--- src/rtl/aes_engine_pkg.sv ---
// Shared definitions for the AES-128 engine: block geometry, round count and
// the round controller state encoding.
package aes_engine_pkg;

  localparam int AES_NR   = 10;
  localparam int BLOCK_W  = 128;
  localparam int RK_IDX_W = 4;

  typedef enum logic [2:0] {
    ST_IDLE        = 3'd0,
    ST_KEYGEN      = 3'd1,
    ST_KGDROP      = 3'd2,
    ST_PRE         = 3'd3,
    ST_ROUND_ISSUE = 3'd4,
    ST_ROUND_WAIT  = 3'd5,
    ST_OUT         = 3'd6
  } ctrl_state_e;

endpackage

--- src/rtl/engine_round_controller_if.sv ---
// Host-side channels of the round controller: plaintext/key request in,
// ciphertext out, plus the sticky key-generator timeout flag.
interface engine_round_controller_if;
  import aes_engine_pkg::*;

  logic               in_valid;
  logic               in_ready;
  logic [BLOCK_W-1:0] in_data;
  logic [BLOCK_W-1:0] in_key;
  logic               out_valid;
  logic               out_ready;
  logic [BLOCK_W-1:0] out_data;
  logic               kg_timeout;

  modport master (
    output in_valid, in_data, in_key, out_ready,
    input  in_ready, out_valid, out_data, kg_timeout
  );

  modport slave (
    input  in_valid, in_data, in_key, out_ready,
    output in_ready, out_valid, out_data, kg_timeout
  );

endinterface

--- src/rtl/engine_timeout_counter.sv ---
// Handshake watchdog: counts enabled cycles and flags the cycle in which the
// count would reach LIMIT. Clear has priority over enable.
module engine_timeout_counter #(
  parameter int W     = 7,
  parameter int LIMIT = 64
) (
  input  logic clk,
  input  logic rst,
  input  logic clear,
  input  logic enable,
  output logic expired
);

  logic [W-1:0] count_q, count_d;

  // NOTE: every variable assigned in always_comb gets a default first, so no
  // path through the block can leave it unassigned and infer a latch.
  always_comb begin
    count_d = count_q;
    if (clear) begin
      count_d = '0;
    end else if (enable) begin
      count_d = count_q + 1'b1;
    end
  end

  // NOTE: sequential state uses non-blocking assignments so every flop
  // samples its inputs as they were before the clock edge.
  always_ff @(posedge clk or posedge rst) begin
    if (rst) begin
      count_q <= '0;
    end else begin
      count_q <= count_d;
    end
  end

  assign expired = enable && !clear && (count_q == W'(LIMIT - 1));

endmodule

--- src/rtl/engine_round_controller.sv ---
// AES-128 round sequencer: key generator handshake, pre-round AddRoundKey,
// NR transformer rounds and a held valid/ready ciphertext output.
module engine_round_controller
  import aes_engine_pkg::*;
#(
  parameter int NR         = AES_NR,
  parameter int KG_TIMEOUT = 64,
  parameter int TO_W       = 7
) (
  input  logic                clk,
  input  logic                rst,
  engine_round_controller_if.slave host,
  output logic [BLOCK_W-1:0]  kg_key,
  output logic                kg_start,
  input  logic                kg_done,
  output logic [RK_IDX_W-1:0] rk_idx,
  input  logic [BLOCK_W-1:0]  rk_in,
  output logic [BLOCK_W-1:0]  rt_state,
  output logic [BLOCK_W-1:0]  rt_key,
  output logic                rt_final,
  output logic                rt_start,
  input  logic                rt_done,
  input  logic [BLOCK_W-1:0]  rt_result
);

  localparam logic [RK_IDX_W-1:0] LAST_ROUND = RK_IDX_W'(NR);

  ctrl_state_e         state_q, state_d;
  logic [BLOCK_W-1:0]  data_q, data_d;
  logic [BLOCK_W-1:0]  kg_key_q, kg_key_d;
  logic [BLOCK_W-1:0]  st_q, st_d;
  logic [BLOCK_W-1:0]  out_data_q, out_data_d;
  logic [RK_IDX_W-1:0] round_q, round_d;
  logic                kg_start_q, kg_start_d;
  logic                kg_timeout_q, kg_timeout_d;

  logic to_enable, to_clear, to_expired;
  logic in_round;

  // The watchdog only runs while waiting in KEYGEN; kg_done wins over expiry.
  assign to_enable = (state_q == ST_KEYGEN);
  assign to_clear  = !to_enable || kg_done;

  engine_timeout_counter #(
    .W     (TO_W),
    .LIMIT (KG_TIMEOUT)
  ) u_kg_watchdog (
    .clk     (clk),
    .rst     (rst),
    .clear   (to_clear),
    .enable  (to_enable),
    .expired (to_expired)
  );

  always_comb begin
    state_d      = state_q;
    data_d       = data_q;
    kg_key_d     = kg_key_q;
    st_d         = st_q;
    out_data_d   = out_data_q;
    round_d      = round_q;
    kg_start_d   = kg_start_q;
    kg_timeout_d = kg_timeout_q;

    unique case (state_q)
      ST_IDLE: begin
        if (host.in_valid) begin
          data_d       = host.in_data;
          kg_key_d     = host.in_key;
          kg_timeout_d = 1'b0;
          kg_start_d   = 1'b1;
          round_d      = '0;
          state_d      = ST_KEYGEN;
        end
      end
      ST_KEYGEN: begin
        if (kg_done) begin
          kg_start_d = 1'b0;
          state_d    = ST_KGDROP;
        end else if (to_expired) begin
          kg_start_d   = 1'b0;
          kg_timeout_d = 1'b1;
          state_d      = ST_IDLE;
        end
      end
      ST_KGDROP: begin
        if (!kg_done) begin
          state_d = ST_PRE;
        end
      end
      ST_PRE: begin
        st_d    = data_q ^ rk_in;
        round_d = RK_IDX_W'(1);
        state_d = ST_ROUND_ISSUE;
      end
      ST_ROUND_ISSUE: begin
        state_d = ST_ROUND_WAIT;
      end
      ST_ROUND_WAIT: begin
        if (rt_done) begin
          st_d = rt_result;
          if (round_q == LAST_ROUND) begin
            out_data_d = rt_result;
            state_d    = ST_OUT;
          end else begin
            round_d = round_q + 1'b1;
            state_d = ST_ROUND_ISSUE;
          end
        end
      end
      ST_OUT: begin
        if (host.out_ready) begin
          state_d = ST_IDLE;
        end
      end
      default: begin
        state_d = ST_IDLE;
      end
    endcase
  end

  always_ff @(posedge clk or posedge rst) begin
    if (rst) begin
      state_q      <= ST_IDLE;
      data_q       <= '0;
      kg_key_q     <= '0;
      st_q         <= '0;
      out_data_q   <= '0;
      round_q      <= '0;
      kg_start_q   <= 1'b0;
      kg_timeout_q <= 1'b0;
    end else begin
      state_q      <= state_d;
      data_q       <= data_d;
      kg_key_q     <= kg_key_d;
      st_q         <= st_d;
      out_data_q   <= out_data_d;
      round_q      <= round_d;
      kg_start_q   <= kg_start_d;
      kg_timeout_q <= kg_timeout_d;
    end
  end

  // Round-facing outputs decode straight from the state register, so an
  // asynchronous reset drops them without waiting for a clock edge.
  assign in_round = (state_q == ST_ROUND_ISSUE) || (state_q == ST_ROUND_WAIT);

  assign host.in_ready   = (state_q == ST_IDLE);
  assign host.out_valid  = (state_q == ST_OUT);
  assign host.out_data   = out_data_q;
  assign host.kg_timeout = kg_timeout_q;

  assign kg_key   = kg_key_q;
  assign kg_start = kg_start_q;
  assign rk_idx   = in_round ? round_q : '0;
  assign rt_state = st_q;
  assign rt_key   = rk_in;
  assign rt_final = in_round && (round_q == LAST_ROUND);
  assign rt_start = (state_q == ST_ROUND_ISSUE);

endmodule

--- src/flat_wrapper.sv ---
// flat-port wrapper written by rule: the top's interface ports become plain ports
module engine_round_controller_flat import aes_engine_pkg::*;
#(
  parameter int NR         = AES_NR,
  parameter int KG_TIMEOUT = 64,
  parameter int TO_W       = 7
)
  (clk, rst, kg_key, kg_start, kg_done, rk_idx, rk_in, rt_state, rt_key, rt_final, rt_start, rt_done, rt_result, host_in_valid, host_in_data, host_in_key, host_out_ready, host_in_ready, host_out_valid, host_out_data, host_kg_timeout);
  engine_round_controller_if host_i ();
  input  logic clk;
  input  logic rst;
  output logic [BLOCK_W-1:0] kg_key;
  output logic kg_start;
  input  logic kg_done;
  output logic [RK_IDX_W-1:0] rk_idx;
  input  logic [BLOCK_W-1:0] rk_in;
  output logic [BLOCK_W-1:0] rt_state;
  output logic [BLOCK_W-1:0] rt_key;
  output logic rt_final;
  output logic rt_start;
  input  logic rt_done;
  input  logic [BLOCK_W-1:0] rt_result;
  input wire logic [$bits(host_i.in_valid)-1:0] host_in_valid;
  input wire logic [$bits(host_i.in_data)-1:0] host_in_data;
  input wire logic [$bits(host_i.in_key)-1:0] host_in_key;
  input wire logic [$bits(host_i.out_ready)-1:0] host_out_ready;
  output wire logic [$bits(host_i.in_ready)-1:0] host_in_ready;
  output wire logic [$bits(host_i.out_valid)-1:0] host_out_valid;
  output wire logic [$bits(host_i.out_data)-1:0] host_out_data;
  output wire logic [$bits(host_i.kg_timeout)-1:0] host_kg_timeout;
  assign host_i.in_valid = host_in_valid;
  assign host_i.in_data = host_in_data;
  assign host_i.in_key = host_in_key;
  assign host_i.out_ready = host_out_ready;
  assign host_in_ready = host_i.in_ready;
  assign host_out_valid = host_i.out_valid;
  assign host_out_data = host_i.out_data;
  assign host_kg_timeout = host_i.kg_timeout;
  engine_round_controller #(.NR(NR), .KG_TIMEOUT(KG_TIMEOUT), .TO_W(TO_W)) u_core (.clk(clk), .rst(rst), .host(host_i), .kg_key(kg_key), .kg_start(kg_start), .kg_done(kg_done), .rk_idx(rk_idx), .rk_in(rk_in), .rt_state(rt_state), .rt_key(rt_key), .rt_final(rt_final), .rt_start(rt_start), .rt_done(rt_done), .rt_result(rt_result));
endmodule
--- config.mk ---
export PLATFORM = sky130hd
export DESIGN_NAME = engine_round_controller_flat
export DESIGN_NICKNAME = d
export VERILOG_FILES = /design/src/rtl/aes_engine_pkg.sv /design/src/rtl/engine_round_controller_if.sv /design/src/rtl/engine_timeout_counter.sv /design/src/rtl/engine_round_controller.sv /design/src/flat_wrapper.sv
export SDC_FILE = /design/constraint.sdc
export NUM_CORES = 1
export LEC_CHECK = 0
export BUFFER_PORTS_ARGS = -buffer_cell sky130_fd_sc_hd__buf_2
export CORE_AREA = 2 2 401 403
export DETAILED_ROUTE_END_ITERATION = 8
export DIE_AREA = 0 0 403 405
export PLACE_DENSITY = 0.36
export SLEW_MARGIN = 20
export SYNTH_ARGS = -nofsm -noshare
export SYNTH_HDL_FRONTEND = slang
export SYNTH_HIERARCHICAL = 1
export SYNTH_SLANG_ARGS = --single-unit
--- constraint.sdc ---
create_clock -name clk -period 22.4 [get_ports clk]
set_input_delay 5.6 -clock clk [delete_from_list [all_inputs] [get_ports clk]]
set_output_delay 5.6 -clock clk [all_outputs]
set_load 0.01 [all_outputs]
==> implementation parameters <==
Parameter                              Value

Final layout
  Number of nets in the finished design ... roughly 3800
  Area of all placed cells without fillers ... roughly 32000 um2
  Layout Cells excl Fill ... roughly 5400
  Commonest non-fill, non-tap cells in the layout ... buf_2 (1039), nand2_1 (1033), dfrtp_1 (528), o21ai_1 (132), o21ai_0 (130)
  Area growth from synthesis to final layout ... 37.3%
  Layout cell share with drive strength beyond 1 ... 0.351
  Most common cell after layout, fill and taps aside ... buf_2

STA
  Final Critical Period ... ~12 ns
  Worst slew slack as a fraction of its limit ... 0.290
  Setup repair after global routing missed its margin ... false
  Worst setup slack after layout ... about 11 ns
  Final Hold Violating Endpoints ... 0
  Clk_skew ... 0.0239 ns
  Final worst hold slack ... about 0.47 ns
  Final period utilization ... 0.519
  Measured slew at the worst slew-check pin ... 1.07 ns
  Final Max Tran Viols ... 0
  Setup TNS ... 0 ns
  Highest clock rate ... 86.0 MHz
  Number of setup violations in the final report ... 0

Die
  Initial Util ... 0.146
  Die Ht ... approximately 410 um
  Row count ... approximately 150
  Die area ... around 160000 um2
  Floorplan core area ... roughly 160000 um2
  DIE WIDTH ... 403 um
  Boundary pin count ... around 1000

Critical path
  Worst reg2reg path startpoint ... u_core/state_q[1]$_DFFE_PP0P_
  Setup crit end kind ... output pin
  Critical path's slowest cell ... buf_2
  Worst EP required ... between 15 and 20 ns
  Most frequent cell on the critical path ... buf_2
  Crit path DAT ... ~6 ns
  Cell-by-cell listing of the critical path ... buf_2 -> buf_2
  Critical path class ... input port to output pin
  Max Fanout on Critical Path ... 2
  Biggest cell delay along the critical path ... between 0.2 and 0.25 ns
  Kind of start point of the critical path ... input port
  Destination of the worst register-to-register timing path ... u_core/rt_state[6]$_DFFE_PP0P_
  Number of cells on the worst reg-to-reg path ... 7
  Kind of cell adding the most delay to the critical path ... buffers and inverters
  Flop-to-flop setup slack ... 18.82 ns
  Critical path buffers and inverters ... 2

Power and ir drop
  VDD IR max ... around 0.052 mV
  Power density normalized to cell area ... 129 nW/um2
  Static Leak ... around 17 nW

Synth
  Ranking of synthesized cells by area ... dfrtp_1 (57%), nand2_1 (17%), mux2_1 (6.2%)
  Synth cell types ... between 40 and 50
  Fraction of the mapped netlist area in adder cells ... 0.00162
  Multiplexer share of the synthesized area ... 0.0625
  Area share of the largest cell type after synthesis ... 0.569
  Yosys synthesis warning count ... 6
  Syn_area_per_cell ... 9.62 um2
  Compound-gate portion of the synthesized area ... 0.0626
  Number of flops mapped to enable cells by yosys ... 0
  Synthesized flop and latch total ... 528
  Dominant synthesized flop cell ... dfrtp_1
  Parity-gate share of the synthesized area counting xor and xnor cells ... 0.0501
  Mapped Cells ... 2415
  Total nets after synthesis ... about 2900
  Share of synthesized area occupied by flip-flops and latches ... 0.569
  Area of the mapped netlist ... ~23000 um2
  Largest family of logic cells by synthesized area ... simple AND/OR/NAND/NOR gates
  Fraction of registers with async set/reset ... 1.00
  Fraction of the mapped netlist area in simple logic gates ... 0.178
  Biggest area consumer among synthesized cells ... dfrtp_1

Detailed routing
  Detail Route Antenna Nets ... 0
  Residual DRC count ... 0
  Routed WL per cell ... ~19 um
  Iteration-0 DRC count of the detailed router ... ~840
  First-pass iteration count of the detailed router ... 5
  DR vias/cell ... 3.59
  Via Count ... about 20000
  Final WL ... between 100000 and 150000 um

CTS
  CTS resizes ... 0
  H-tree levels ... 3
  TritonCTS Sinks ... 528
  Number of buffers added to fix hold violations after cts ... 0
  CTS tree ... done
  Buffer type at the clock tree root ... clkbuf_16
  Total clock buffers created by CTS ... 73
  Post-CTS clock slew at the launch and capture registers of the worst setup and hold paths ... ~0.050 ns
  Longest Clk Path Bufs ... 3
  Clock network latency to the later pin of the worst-skew pair ... between 0.6 and 0.7 ns
  Post-CTS setup-driven buffer insertion count ... 0

Hold path
  End point of the worst hold path ... u_core/kg_key[31]$_DFFE_PP0P_
  Class of the tightest hold or removal check ... register to register
  Source of the worst hold timing path ... u_core/kg_key[31]$_DFFE_PP0P_
  Hold depth ... 2

Placement
  Port-buffer cells ... 1039
  HPWL after DPL ... roughly 79000 um
  GPL Wtd Cong ... slightly above 0.8
  Placement-stage cell area ... between 20000 and 30000 um2
  Post-Place Cells ... around 5300
  Post-Place Setup Slack ... about 11 ns

Global route
  Maximum number of pins on one net before global-route repair ... 140
  Grt ovf ... 0
  Antenna violations before repair ... 22
  Combined global-route utilization of all metal layers ... 0.125
  Number of global-route vias before repair ... roughly 20000
  Wire length of the first global-routing pass ... 146000 um

Run status
  Outcome ... complete, no violations

Run
  Number of max-cap violations ... 0
-- flip-flops by register name (all words and copies together) (netlist names) --
| signal | cells |
|---|---|
| u_core/rt_state | 128 |
| u_core/state_q | 3 |
| u_core/host.kg_timeout | 1 |
| u_core/kg_start | 1 |
| u_core/kg_key | 128 |
| u_core/data_q | 128 |
| u_core/round_q | 4 |
| u_core/host.out_data | 128 |
| u_core/u_kg_watchdog/count_q | 7 |
-- final cells by class --
cell class / instances / area, um2
fillers: 17900 / 127000
flip-flops and latches: 528 / 13200
multi-input cells: 1622 / 8270
repair buffers: 1063 / 5420
well taps: 2086 / 2610
clock buffers: 113 / 2140
clock inverters: 16 / 229
inverters: 3 / 18.8
diodes: 4 / 10.0
-- per-layer routing --
layer	part of all wire	track usage
met1	0.42	0.154
met4	0.020	0.0344
met5	0.0012	0
met3	0.072	0.0371
met2	0.49	0.210
-- synthesized netlist by cell type (2+ instances only) --
library cell / number
nand2_1: 1034
dfrtp_1: 528
buf_4: 134
o21ai_0: 133
o21ai_1: 129
xnor2_1: 129
mux2_1: 128
buf_2: 53
clkbuf_1: 45
buf_6: 28
nor2_1: 12
a21oi_1: 6
and2_1: 6
nor2b_1: 4
nor3b_1: 4
xor2_1: 4
ha_1: 3
inv_1: 3
buf_1: 2
nand4_1: 2
nor3_1: 2
o21ai_2: 2
o2bb2ai_1: 2
o32ai_1: 2
or3_1: 2
-- where the power goes --
part           internal [mW]  switching [mW]
Clock                  0.694           0.477
Combinational          0.513           0.958
Sequential              1.29           0.196
-- through the flow --
| stage | utilization | power (mW) |
|---|---|---|
| 2_1_floorplan | - | 2.34 |
| 3_3_place_gp | 0.185 | 3.02 |
| 3_5_place_dp | 0.185 | 3.03 |
| 4_1_cts | 0.200 | 4.25 |
| 5_1_grt | 0.200 | 4.45 |
| 6_report | 0.200 | 4.13 |
-- logic make-up after synthesis --
family / count (synthesis)
compound gates: 281
buf+inv: 265
fa+ha+maj: 3
xor+xnor: 133
simple gates: 1076
flops: 528
mux: 129
-- how the worst max path moves through the flow --
stage,startpoint,end,slack (ns),cells past startpoint
global placement,rk_in[55],rt_key[55],10.74,2
finish,rk_in[55],rt_key[55],10.77,2
CTS,rk_in[55],rt_key[55],10.75,2
floorplan,rst,u_core/data_q[0]$_DFFE_PP0P_,2.24,1
detailed placement,rk_in[55],rt_key[55],10.75,2
global route,rk_in[55],rt_key[55],10.76,2
-- worst reg2reg max path, stage by stage (launching register included) --
cell      delay (ns)
dfrtp_1         0.65
nand3b_4        0.24
buf_4           0.61
buf_4           0.60
buf_4           0.72
nand2_1         0.35
o21ai_0         0.20
o21ai_1         0.08
Note: power is estimated with default switching activity, not from simulation.
